==> config.mk <==
export PLATFORM = sky130hd
export DESIGN_NAME = ehl_ahb_matrix_arb_flat
export DESIGN_NICKNAME = d
export VERILOG_FILES = /design/src/rtl/ehl_ahb_pkg.sv /design/src/rtl/ehl_ahb_matrix_arb_if.sv /design/src/rtl/ehl_rr_prio_sel.sv /design/src/rtl/ehl_ahb_matrix_arb.sv /design/src/flat_wrapper.sv
export SDC_FILE = /design/constraint.sdc
export NUM_CORES = 1
export LEC_CHECK = 0
export BUFFER_PORTS_ARGS = -buffer_cell sky130_fd_sc_hd__buf_2
export CORE_UTILIZATION = 49
export DETAILED_ROUTE_END_ITERATION = 10
export PLACE_DENSITY = 0.75
export SYNTH_ARGS = -nofsm -noshare
export SYNTH_HDL_FRONTEND = slang
export SYNTH_SLANG_ARGS = --single-unit
==> constraint.sdc <==
create_clock -name hclk -period 3.8 [get_ports hclk]
set_input_delay 0.38 -clock hclk [delete_from_list [all_inputs] [get_ports hclk]]
set_output_delay 0.38 -clock hclk [all_outputs]
set_load 0.05 [all_outputs]
==> src/rtl/ehl_ahb_pkg.sv <==
// Shared AHB encodings and burst helpers for the ehl_ahb_matrix slave-layer arbiter.
package ehl_ahb_pkg;

  typedef enum logic [1:0] {
    HTRANS_IDLE   = 2'b00,
    HTRANS_BUSY   = 2'b01,
    HTRANS_NONSEQ = 2'b10,
    HTRANS_SEQ    = 2'b11
  } htrans_e;

  localparam logic [2:0] HBURST_SINGLE = 3'd0;
  localparam logic [2:0] HBURST_INCR   = 3'd1;
  localparam logic [2:0] HBURST_WRAP4  = 3'd2;
  localparam logic [2:0] HBURST_INCR4  = 3'd3;
  localparam logic [2:0] HBURST_WRAP8  = 3'd4;
  localparam logic [2:0] HBURST_INCR8  = 3'd5;
  localparam logic [2:0] HBURST_WRAP16 = 3'd6;
  localparam logic [2:0] HBURST_INCR16 = 3'd7;

  // Undefined-length and single transfers count as one beat.
  function automatic logic [4:0] burst_beats(input logic [2:0] hburst);
    case (hburst)
      HBURST_WRAP4,  HBURST_INCR4:  return 5'd4;
      HBURST_WRAP8,  HBURST_INCR8:  return 5'd8;
      HBURST_WRAP16, HBURST_INCR16: return 5'd16;
      default:                      return 5'd1;
    endcase
  endfunction

endpackage

==> src/rtl/ehl_ahb_matrix_arb_if.sv <==
// Request/grant bundle between the masters' route filters and one slave-layer arbiter.
interface ehl_ahb_matrix_arb_if #(
  parameter int unsigned MNUM   = 4,
  parameter int unsigned IW     = 2,
  parameter int unsigned HOLD_W = 4
);
  logic [MNUM-1:0]   m_req;
  logic [2*MNUM-1:0] m_htrans;
  logic [3*MNUM-1:0] m_hburst;
  logic [MNUM-1:0]   m_hlock;
  logic              hready;
  logic              rr_en;
  logic [HOLD_W-1:0] hold_max;
  logic [MNUM-1:0]   a_grant;
  logic [IW-1:0]     a_idx;
  logic [MNUM-1:0]   d_grant;
  logic [IW-1:0]     d_idx;
  logic              d_valid;

  modport master (
    output m_req, m_htrans, m_hburst, m_hlock, hready, rr_en, hold_max,
    input  a_grant, a_idx, d_grant, d_idx, d_valid
  );

  modport slave (
    input  m_req, m_htrans, m_hburst, m_hlock, hready, rr_en, hold_max,
    output a_grant, a_idx, d_grant, d_idx, d_valid
  );
endinterface

==> src/rtl/ehl_rr_prio_sel.sv <==
// Combinational MNUM-way selector: fixed lowest-index priority or round-robin from ptr+1.
module ehl_rr_prio_sel #(
  parameter int unsigned MNUM = 4,
  parameter int unsigned IW   = 2
) (
  input  logic [MNUM-1:0] i_req,
  input  logic [IW-1:0]   i_ptr,
  input  logic            i_rr_en,
  output logic [MNUM-1:0] o_gnt,
  output logic [IW-1:0]   o_idx,
  output logic            o_any
);
  import ehl_ahb_pkg::*;

  localparam logic [MNUM-1:0] ONE = MNUM'(1);

  int unsigned     w_cand;
  logic [MNUM-1:0] w_mask;

  always_comb begin
    o_gnt  = '0;
    o_idx  = '0;
    o_any  = 1'b0;
    w_cand = 0;
    w_mask = '0;
    for (int unsigned k = 0; k < MNUM; k++) begin
      w_cand = i_rr_en ? (32'(i_ptr) + 32'd1 + k) % MNUM : k;
      w_mask = ONE << w_cand;
      if (!o_any && ((i_req & w_mask) != '0)) begin
        o_any = 1'b1;
        o_gnt = w_mask;
        o_idx = IW'(w_cand);
      end
    end
  end

endmodule

==> src/rtl/ehl_ahb_matrix_arb.sv <==
// Per-slave-layer AHB arbiter: registered address-phase owner with burst/lock/INCR-hold
// handling, plus the data-phase owner used by the read-data and response return mux.
module ehl_ahb_matrix_arb
  import ehl_ahb_pkg::*;
#(
  parameter int unsigned MNUM   = 4,
  parameter int unsigned IW     = 2,
  parameter int unsigned HOLD_W = 4
) (
  input logic               hclk,
  input logic               hreset,
  ehl_ahb_matrix_arb_if.slave bus
);

  logic [MNUM-1:0]   r_a_grant;
  logic [IW-1:0]     r_a_idx;
  logic [MNUM-1:0]   r_d_grant;
  logic [IW-1:0]     r_d_idx;
  logic [IW-1:0]     r_ptr;
  logic [3:0]        r_cnt;
  logic [HOLD_W-1:0] r_hold;

  logic              w_owner;
  logic [2*MNUM-1:0] w_ht_sh;
  logic [3*MNUM-1:0] w_hb_sh;
  logic [MNUM-1:0]   w_lk_sh;
  htrans_e           w_htrans;
  logic [2:0]        w_hburst;
  logic              w_hlock;
  logic [3:0]        w_cnt_nxt;
  logic [HOLD_W-1:0] w_hold_nxt;
  logic              w_incr_act;
  logic              w_hold_hit;
  logic              w_locked;
  logic              w_arb;
  logic              w_data;
  logic [MNUM-1:0]   w_sel_gnt;
  logic [IW-1:0]     w_sel_idx;
  logic              w_sel_any;

  ehl_rr_prio_sel #(.MNUM(MNUM), .IW(IW)) u_sel (
    .i_req   (bus.m_req),
    .i_ptr   (r_ptr),
    .i_rr_en (bus.rr_en),
    .o_gnt   (w_sel_gnt),
    .o_idx   (w_sel_idx),
    .o_any   (w_sel_any)
  );

  assign w_owner  = |r_a_grant;
  assign w_ht_sh  = bus.m_htrans >> (32'd2 * 32'(r_a_idx));
  assign w_hb_sh  = bus.m_hburst >> (32'd3 * 32'(r_a_idx));
  assign w_lk_sh  = bus.m_hlock >> r_a_idx;
  assign w_htrans = w_owner ? htrans_e'(w_ht_sh[1:0]) : HTRANS_IDLE;
  assign w_hburst = w_owner ? w_hb_sh[2:0] : HBURST_SINGLE;
  assign w_hlock  = w_owner & w_lk_sh[0];

  // Lock is judged on the post-beat counters so a burst's first NONSEQ already holds the slave.
  always_comb begin
    w_cnt_nxt  = r_cnt;
    w_hold_nxt = r_hold;
    unique case (w_htrans)
      HTRANS_NONSEQ: begin
        w_cnt_nxt  = 4'(burst_beats(w_hburst) - 5'd1);
        w_hold_nxt = '0;
      end
      HTRANS_SEQ: begin
        if (r_cnt != '0) w_cnt_nxt = r_cnt - 4'd1;
        if (w_hburst == HBURST_INCR) w_hold_nxt = HOLD_W'(r_hold + 1'b1);
      end
      HTRANS_IDLE: begin
        w_cnt_nxt  = '0;
        w_hold_nxt = '0;
      end
      HTRANS_BUSY: begin
        w_cnt_nxt  = r_cnt;
        w_hold_nxt = r_hold;
      end
    endcase
  end

  assign w_incr_act = (w_hburst == HBURST_INCR) && (w_htrans != HTRANS_IDLE);
  assign w_hold_hit = (bus.hold_max != '0) && (w_hold_nxt == bus.hold_max);
  assign w_locked   = w_owner && (w_hlock || (w_cnt_nxt != '0) || (w_incr_act && !w_hold_hit));
  assign w_arb      = bus.hready && !w_locked;
  assign w_data     = (w_htrans == HTRANS_NONSEQ) || (w_htrans == HTRANS_SEQ);

  // Hold count restarts at every arbitration so a re-granted INCR owner gets a fresh window.
  always_ff @(posedge hclk or posedge hreset) begin
    if (hreset) begin
      r_a_grant <= '0;
      r_a_idx   <= '0;
      r_d_grant <= '0;
      r_d_idx   <= '0;
      r_ptr     <= IW'(MNUM - 1);
      r_cnt     <= '0;
      r_hold    <= '0;
    end else if (bus.hready) begin
      r_cnt  <= w_cnt_nxt;
      r_hold <= w_arb ? '0 : w_hold_nxt;
      if (w_data) begin
        r_d_grant <= r_a_grant;
        r_d_idx   <= r_a_idx;
      end else begin
        r_d_grant <= '0;
        r_d_idx   <= '0;
      end
      if (w_arb) begin
        r_a_grant <= w_sel_gnt;
        r_a_idx   <= w_sel_idx;
        if (w_sel_any) r_ptr <= w_sel_idx;
      end
    end
  end

  assign bus.a_grant = r_a_grant;
  assign bus.a_idx   = r_a_idx;
  assign bus.d_grant = r_d_grant;
  assign bus.d_idx   = r_d_idx;
  assign bus.d_valid = |r_d_grant;

endmodule

==> src/flat_wrapper.sv <==
// flat-port wrapper written by rule: the top's interface ports become plain ports
module ehl_ahb_matrix_arb_flat import ehl_ahb_pkg::*;
#(
  parameter int unsigned MNUM   = 4,
  parameter int unsigned IW     = 2,
  parameter int unsigned HOLD_W = 4
)
  (hclk, hreset, bus_m_req, bus_m_htrans, bus_m_hburst, bus_m_hlock, bus_hready, bus_rr_en, bus_hold_max, bus_a_grant, bus_a_idx, bus_d_grant, bus_d_idx, bus_d_valid);
  ehl_ahb_matrix_arb_if #(.MNUM(MNUM), .IW(IW), .HOLD_W(HOLD_W)) bus_i ();
  input logic hclk;
  input logic hreset;
  input wire logic [$bits(bus_i.m_req)-1:0] bus_m_req;
  input wire logic [$bits(bus_i.m_htrans)-1:0] bus_m_htrans;
  input wire logic [$bits(bus_i.m_hburst)-1:0] bus_m_hburst;
  input wire logic [$bits(bus_i.m_hlock)-1:0] bus_m_hlock;
  input wire logic [$bits(bus_i.hready)-1:0] bus_hready;
  input wire logic [$bits(bus_i.rr_en)-1:0] bus_rr_en;
  input wire logic [$bits(bus_i.hold_max)-1:0] bus_hold_max;
  output wire logic [$bits(bus_i.a_grant)-1:0] bus_a_grant;
  output wire logic [$bits(bus_i.a_idx)-1:0] bus_a_idx;
  output wire logic [$bits(bus_i.d_grant)-1:0] bus_d_grant;
  output wire logic [$bits(bus_i.d_idx)-1:0] bus_d_idx;
  output wire logic [$bits(bus_i.d_valid)-1:0] bus_d_valid;
  assign bus_i.m_req = bus_m_req;
  assign bus_i.m_htrans = bus_m_htrans;
  assign bus_i.m_hburst = bus_m_hburst;
  assign bus_i.m_hlock = bus_m_hlock;
  assign bus_i.hready = bus_hready;
  assign bus_i.rr_en = bus_rr_en;
  assign bus_i.hold_max = bus_hold_max;
  assign bus_a_grant = bus_i.a_grant;
  assign bus_a_idx = bus_i.a_idx;
  assign bus_d_grant = bus_i.d_grant;
  assign bus_d_idx = bus_i.d_idx;
  assign bus_d_valid = bus_i.d_valid;
  ehl_ahb_matrix_arb #(.MNUM(MNUM), .IW(IW), .HOLD_W(HOLD_W)) u_core (.hclk(hclk), .hreset(hreset), .bus(bus_i));
endmodule
==> results of run 1 <==
metal layers:
metal | global-route usage (%) | vias up | wire (µm)
met2 | 42.0 | 60 | 2230
li1 | - | 961 | -
met5 | 0 | - | 0
met3 | 3.70 | 6 | 255
met4 | 6.39 | 0 | 47
met1 | 34.1 | 954 | 2250
Yosys cell counts (3+ instances only):
| library cell | instances | area share, % |
|---|---|---|
| o22ai_1 | 3 | 0.98 |
| a21oi_1 | 13 | 3.4 |
| nand2b_1 | 7 | 2.3 |
| clkbuf_1 | 11 | 2.2 |
| mux2i_1 | 3 | 1.6 |
| nand2_1 | 16 | 3.1 |
| dfrtp_1 | 20 | 26 |
| mux2_2 | 4 | 2.4 |
| inv_1 | 15 | 2.9 |
| o41ai_1 | 3 | 1.4 |
| a31oi_1 | 3 | 0.98 |
| a21o_1 | 5 | 2.0 |
| and3_1 | 3 | 0.98 |
| nor3_1 | 9 | 2.4 |
| nor2_1 | 27 | 5.3 |
| mux4_2 | 4 | 4.7 |
| nand4_1 | 4 | 1.3 |
| nor2b_1 | 3 | 0.98 |
| o21ai_0 | 22 | 5.8 |
| o21a_1 | 3 | 1.2 |
| nand3_1 | 11 | 2.9 |
flip-flops by register name (all words and copies together), names as in the netlist:
signal and cells:
u_core.bus.a_grant 4, u_core.bus.d_grant 4, u_core.r_cnt 4, u_core.r_hold 4
u_core.bus.a_idx 2, u_core.bus.d_idx 2, u_core.r_ptr 2
final timing paths:
kind | from | to | cells after the start
max | u_core.bus.a_idx[0]$_DFFE_PP0P_ | u_core.r_ptr[1]$_DFFE_PP1P_ | 11
min | hreset | u_core.bus.d_idx[0]$_DFFE_PP0P_ | 2
max reg2reg | u_core.bus.a_idx[0]$_DFFE_PP0P_ | u_core.r_ptr[1]$_DFFE_PP1P_ | 11
min reg2reg | u_core.bus.d_idx[0]$_DFFE_PP0P_ | u_core.bus.d_idx[0]$_DFFE_PP0P_ | 1
max in group asynchronous | hreset | u_core.bus.d_grant[3]$_DFFE_PP0P_ | 2
min in group hclk | u_core.bus.d_idx[0]$_DFFE_PP0P_ | u_core.bus.d_idx[0]$_DFFE_PP0P_ | 1
cell families (layout without fill, tap and decap cells):
| family | count (synthesis) | count (layout) | synth area share, % |
|---|---|---|---|
| buffers and inverters | 29 | 71 | 6.14 |
| AND/OR/NAND/NOR | 92 | 92 | 24.4 |
| adder cells (fa/ha/maj) | 2 | 2 | 1.31 |
| AO/OA/AOI/OAI | 75 | 75 | 27.0 |
| XOR/XNOR | 2 | 2 | 0.915 |
| flip-flops | 22 | 22 | 28.9 |
| multiplexers | 13 | 13 | 11.4 |
worst register-to-register path, stage by stage (launching register included):
cell       delay, ps
dfrtp_1          420
buf_4            200
mux4_2           710
nand2_1          340
nor3_1           120
nor2_1           160
o2111ai_1        250
nor4_4           430
o31ai_4          140
buf_4            200
a311oi_2         240
nand2b_1         150
power by group through the flow:
stage,clock (mW),combinational [mW],sequential [mW]
5_1_grt,0.232,1.16,0.446
4_1_cts,0.222,1.05,0.429
2_1_floorplan,0,0.708,0.530
3_3_place_gp,0,1.02,0.433
6_report,0.220,1.05,0.430
3_5_place_dp,0,1.04,0.433
layout make-up:
type	instances	share of cell area, %
Sequential cell	22	24.5
Timing Repair Buffer	52	12.0
Inverter	15	2.50
Tap cell	48	2.66
Clock buffer	3	1.83
Multi-Input combinational cell	184	55.2
Clock inverter	1	1.33
==> run metrics, run 1 <==
wirelength, routed between 4000 and 5000 µm; CTS Sinks 22; number of I/O pins ~50; fin nets between 300 and 400; Worst EP required 4010 ps; max-cap check violation count 0; core area ~3700 µm²; Routed Antenna Nets 0; Pint 0.837 mW; Synth Register Bits 22; port buffer count 48; routability cong. about 0.87; cts repair resizes 0; # Post-CTS Setup Buffers 0; Num CTS Buffers 3; RSZ-0062 raised after global routing false; DRC 0; HPWL after DPL 3580 µm; clk_skew ~1.5 ps; logic gate share of total power about three fifths; max incr delay on CP 710 ps; cell mode on critical path buf_4; final core occ a little over 60%; number of synthesized flops with an enable pin 0; via count 1981; Sequential Power Share between 20% and 30%; worst slack at placement approximately 450 ps; commonest register cell after synthesis dfrtp_1; Finished Layout Cells around 330; GR Overflow Total 0; cell row count 22; initial antenna violation count 0; number of global-route vias before repair 1865; Synthesized Nets between 200 and 300; crit-path max FO 18; global-route wire length before repair around 8400 µm; clk_lat worst skew approximately 260 ps; status completed; Final Hold Viols 0; Synthesis Warnings 0; top cell family by delay on the critical path simple AND/OR/NAND/NOR gates; Synth async-reset ratio 100%; fin. max-slew vios 0; Starting DRT DRC Count between 80 and 90; pin count of the biggest net entering global routing 27; P per Cell Area 754 nW/µm²; fraction of layout cells with a size suffix above 1 around a quarter; FF-to-FF setup slack 390 ps; total track usage 25.2%; Setup crit start kind register; Inst Count DP about 320; Hold Path Class in2async; Root Driver clkbuf_8; Overall Power 1.70 mW; slowest CP cell mux4_2; worst slew pin tran between 800 and 900 ps; WP buf/inv 2; Yosys cell types 56; CTS max path bufs 2; Design Area, Final about 2300 µm²; Clk pin slew, worst setup/hold paths around 80 ps; crit end category register; Clk network pwr share between 10% and 20%; syn_area_per_cell just over 8 µm²; Hold WS 276 ps; Syn Inst Count ~240; Tcrit/Tclk final between 80 and 90%; footprint of the multi-input gates roughly 1200 µm²; leading cell type in the layout, fill and taps excluded buf_2; most frequent cells in the layout buf_2 (48), nor2_1 (27), o21ai_0 (22); Max Clk Rate 294 MHz; Initial Utilization 51.5%; CTS tree yes; post-cts hold buffer count 0; Die Span Y roughly 65 µm; WL/cell ~15 µm; DIE AREA between 4000 and 5000 µm²; dpl cell area roughly 2200 µm²; Pre-Repair DR Iteration Count 4; P_leak ~1 nW; worst vdd ir around 0.34 mV; endpoints failing setup 0; Final WS setup just under 400 ps; ant diodes 0; area grow syn2layout 17.8%; sw frac approximately half; Mapped Area about 1900 µm²; fillers roughly 360; normalized max-slew margin 43.1%; Die Wd approximately 65 µm; min Tclk post-route approximately 3400 ps; # H-tree levels 1; setup_tns 0 ps; CP arrival between 3000 and 4000 ps; via density per instance 6.10; sequential element share of the synthesized area just under 30%; Setup CP Type reg2reg; Cell Chain, Critical Path buf_4 > mux4_2 > nand2_1 > nor3_1 > nor2_1 > o2111ai_1 > nor4_4 > o31ai_4 > buf_4 > a311oi_2 > nand2b_1; NetSw 0.863 mW; Storage cell area roughly 550 µm²
Note: power is estimated with default switching activity, not from simulation.
==> run 2, diff against run 1 <==
Settings changed: ABC_AREA set to 1.
==> run 2 against run 1 <==
  * Non-clock buffer count decreased by 4
  * Flip-flop and latch count unchanged
  * Combinational power about the same
  * Register-to-register slack improved by 850 ps
  * Critical path depth increased by 6
  * Worst hold slack got worse by 10 ps
  * Global-route usage decreased by 2.0 points
  * Fmax increased by 33%
  * Total power decreased by 2.2%
  * Final cell count increased by 19%
==> run metrics, run 2 <==
Die Span Y between 60 and 70 µm; routability cong. ~0.87; # H-tree levels 1; core area between 3000 and 4000 µm²; CTS max path bufs 2; Synth area leader dfrtp_1; most frequent cell after synthesis nand2_1; sequential element share of the synthesized area ~30%; global-route wire length before repair between 7000 and 8000 µm; final core occ 59.8%; Area contributors post-synth dfrtp_1 (27%), nand2_1 (17%), nand3_1 (8.3%), inv_1 (7.8%), o21ai_0 (5.6%); normalized max-slew margin roughly 45%; number of synthesized flops with an enable pin 0; CP arrival about 2700 ps; crit-path max FO 15; Setup crit start kind register; number of global-route vias before repair roughly 1900; logic gate share of total power 63.1%; Starting DRT DRC Count 93; setup_tns 0 ps; Tcrit/Tclk final between 60 and 70%; clk_lat worst skew 270 ps; initial antenna violation count 0; via count around 2000; cts repair resizes 0; commonest register cell after synthesis dfrtp_1; status completed; P per Cell Area around 760 nW/µm²; Pre-Repair DR Iteration Count 4; max incr delay on CP between 600 and 700 ps; Initial Utilization between 50% and 60%; DRC 0; Final Hold Viols 0; max-cap check violation count 0; Compound-Gate Fraction of Synth Area between 10% and 20%; Max Clk Rate about 390 MHz; area grow syn2layout 17.4%; largest family of logic cells by synthesized area simple AND/OR/NAND/NOR gates; WL/cell ~11 µm; Critical R2R Launch u_core.bus.a_idx[0]$_DFFE_PP0P_; top cell family by delay on the critical path simple AND/OR/NAND/NOR gates; leading cell type in the layout, fill and taps excluded nand2_1; Pint around 0.77 mW; Synthesis Warnings 0; Synthesized Nets 333; simple-gate area share of the yosys netlist 40.1%; cell row count 22; Clk network pwr share 13.1%; CTS Sinks 22; Synth Register Bits 22; clk_skew 9.79 ps; GR Overflow Total 0; Yosys cell types 37; wirelength, routed between 4000 and 5000 µm; # Post-CTS Setup Buffers 0; slowest CP cell dfrtp_1; worst vdd ir 0.406 mV; CTS tree yes; top post-synthesis cells by count nand2_1 (85), inv_1 (39), nand3_1 (31), nor2_1 (27), o21ai_0 (21); most frequent cells in the layout nand2_1 (85), buf_2 (48), inv_1 (39); Post-Synth XOR/XNOR Area 0.938%; fin nets around 380; port buffer count 48; endpoints failing setup 0; share of the synthesized area in the top cell type a little over a quarter; FF-to-FF setup slack between 1000 and 1500 ps; post-cts hold buffer count 0; Hold Path Class in2async; worst slew pin tran around 830 ps; Syn Inst Count about 300; Routed Antenna Nets 0; via density per instance 5.26; total track usage 23.2%; Mapped Area ~1900 µm²; Clk pin slew, worst setup/hold paths 80 ps; Synth async-reset ratio between 90% and 100%; DIE AREA roughly 4100 µm²; Overall Power between 1.5 and 2 mW; number of I/O pins 49; sw frac approximately 54%; P_leak around 1.2 nW; Cell Chain, Critical Path inv_2 > nand2_1 > nand3_1 > nand2_1 > nand2_1 > nor2_4 > nand2_1 > nand2_1 > nand3_1 > nand2_1 > nand3_1 > nor2_1 > nand2_1 > nand2_2 > nand3_4 > nand2_1 > o21ai_2; post-synthesis mux area share 0%; crit end category register; HPWL after DPL between 3000 and 4000 µm; syn_area_per_cell between 6 and 7 µm²; cells on worst reg2reg path 17; Sequential Power Share between 20% and 30%; WP buf/inv 1; Root Driver clkbuf_8; min Tclk post-route around 2600 ps; Worst EP required around 4000 ps; NetSw between 0.8 and 0.9 mW; pin count of the biggest net entering global routing 23; fraction of layout cells with a size suffix above 1 a little over a fifth; fin. max-slew vios 0; Num CTS Buffers 3; Setup CP Type reg2reg; ant diodes 0; cell mode on critical path nand2_1; worst flop-to-flop path endpoint u_core.bus.a_grant[2]$_DFFE_PP0P_; adder-cell area share of the yosys netlist 1.34%; RSZ-0062 raised after global routing false; Die Wd ~64 µm
run 2: cell types whose count changed after synthesis, moves of 7 or more:
cell,before,now
nand2_1,16,85
inv_1,15,39
nand3_1,11,31
clkbuf_1,11,2
a21oi_1,13,6
nand2b_1,7,0
run 2: logic make-up (layout without fill, tap and decap cells):
logic type | after synthesis | count (layout)
AND/OR/NAND/NOR | 167 | 167
XOR/XNOR | 2 | 2
flip-flops | 22 | 22
AO/OA/AOI/OAI | 51 | 51
adder cells (fa/ha/maj) | 2 | 2
buffers and inverters | 51 | 96
run 2: cell type report:
class | count | area, µm²
Clock inverter | 1 | 30.0
Clock buffer | 3 | 41.3
Timing Repair Buffer | 48 | 240
Multi-Input combinational cell | 222 | 1100
Fill cell | 362 | 1470
Tap cell | 48 | 60.1
Sequential cell | 22 | 553
Inverter | 44 | 165
run 2: power by group through the flow:
stage | logic [mW] | registers (mW) | clock network (mW)
6_report | 1.05 | 0.396 | 0.218
3_3_place_gp | 1.05 | 0.400 | 0
5_1_grt | 1.18 | 0.411 | 0.232
4_1_cts | 1.06 | 0.396 | 0.222
3_5_place_dp | 1.05 | 0.399 | 0
2_1_floorplan | 0.757 | 0.511 | 0
run 2: worst max path at each step:
stage / startpoint / endpoint / slack (ps) / depth (start not counted)
final: u_core.bus.a_idx[0]$_DFFE_PP0P_ / u_core.bus.a_grant[2]$_DFFE_PP0P_ / 1240 / 17
after global routing: u_core.bus.a_idx[0]$_DFFE_PP0P_ / u_core.bus.a_idx[0]$_DFFE_PP0P_ / 820 / 17
after CTS: u_core.bus.a_idx[0]$_DFFE_PP0P_ / u_core.bus.a_grant[2]$_DFFE_PP0P_ / 1220 / 17
after detailed placement: u_core.bus.a_idx[0]$_DFFE_PP0P_ / u_core.bus.a_grant[0]$_DFFE_PP0P_ / 1230 / 17
after global placement: u_core.bus.a_idx[0]$_DFFE_PP0P_ / u_core.bus.a_grant[3]$_DFFE_PP0P_ / 1270 / 17
after floorplan: u_core.bus.a_idx[0]$_DFFE_PP0P_ / u_core.bus.a_idx[1]$_DFFE_PP0P_ / 1470 / 16
run 2: stage by stage:
step / worst slack [ps] / area, µm² / cells / hold WS, ps
floorplan: 1470 / 1870 / 295 / 368
global placement: 1270 / 2120 / 384 / 463
detailed placement: 1230 / 2120 / 384 / 472
CTS: 1220 / 2190 / 388 / 292
global route: 815 / 2190 / 388 / 324
finish: 1240 / 2190 / 388 / 266
run 2: per-layer routing:
metal / up-vias / track usage [%] / share of wire (%)
met5: - / 0 / 0
met4: 0 / 7.95 / 0.99
met3: 4 / 3.08 / 4.7
met2: 60 / 40.2 / 48
met1: 917 / 29.3 / 47
li1: 1059 / - / -
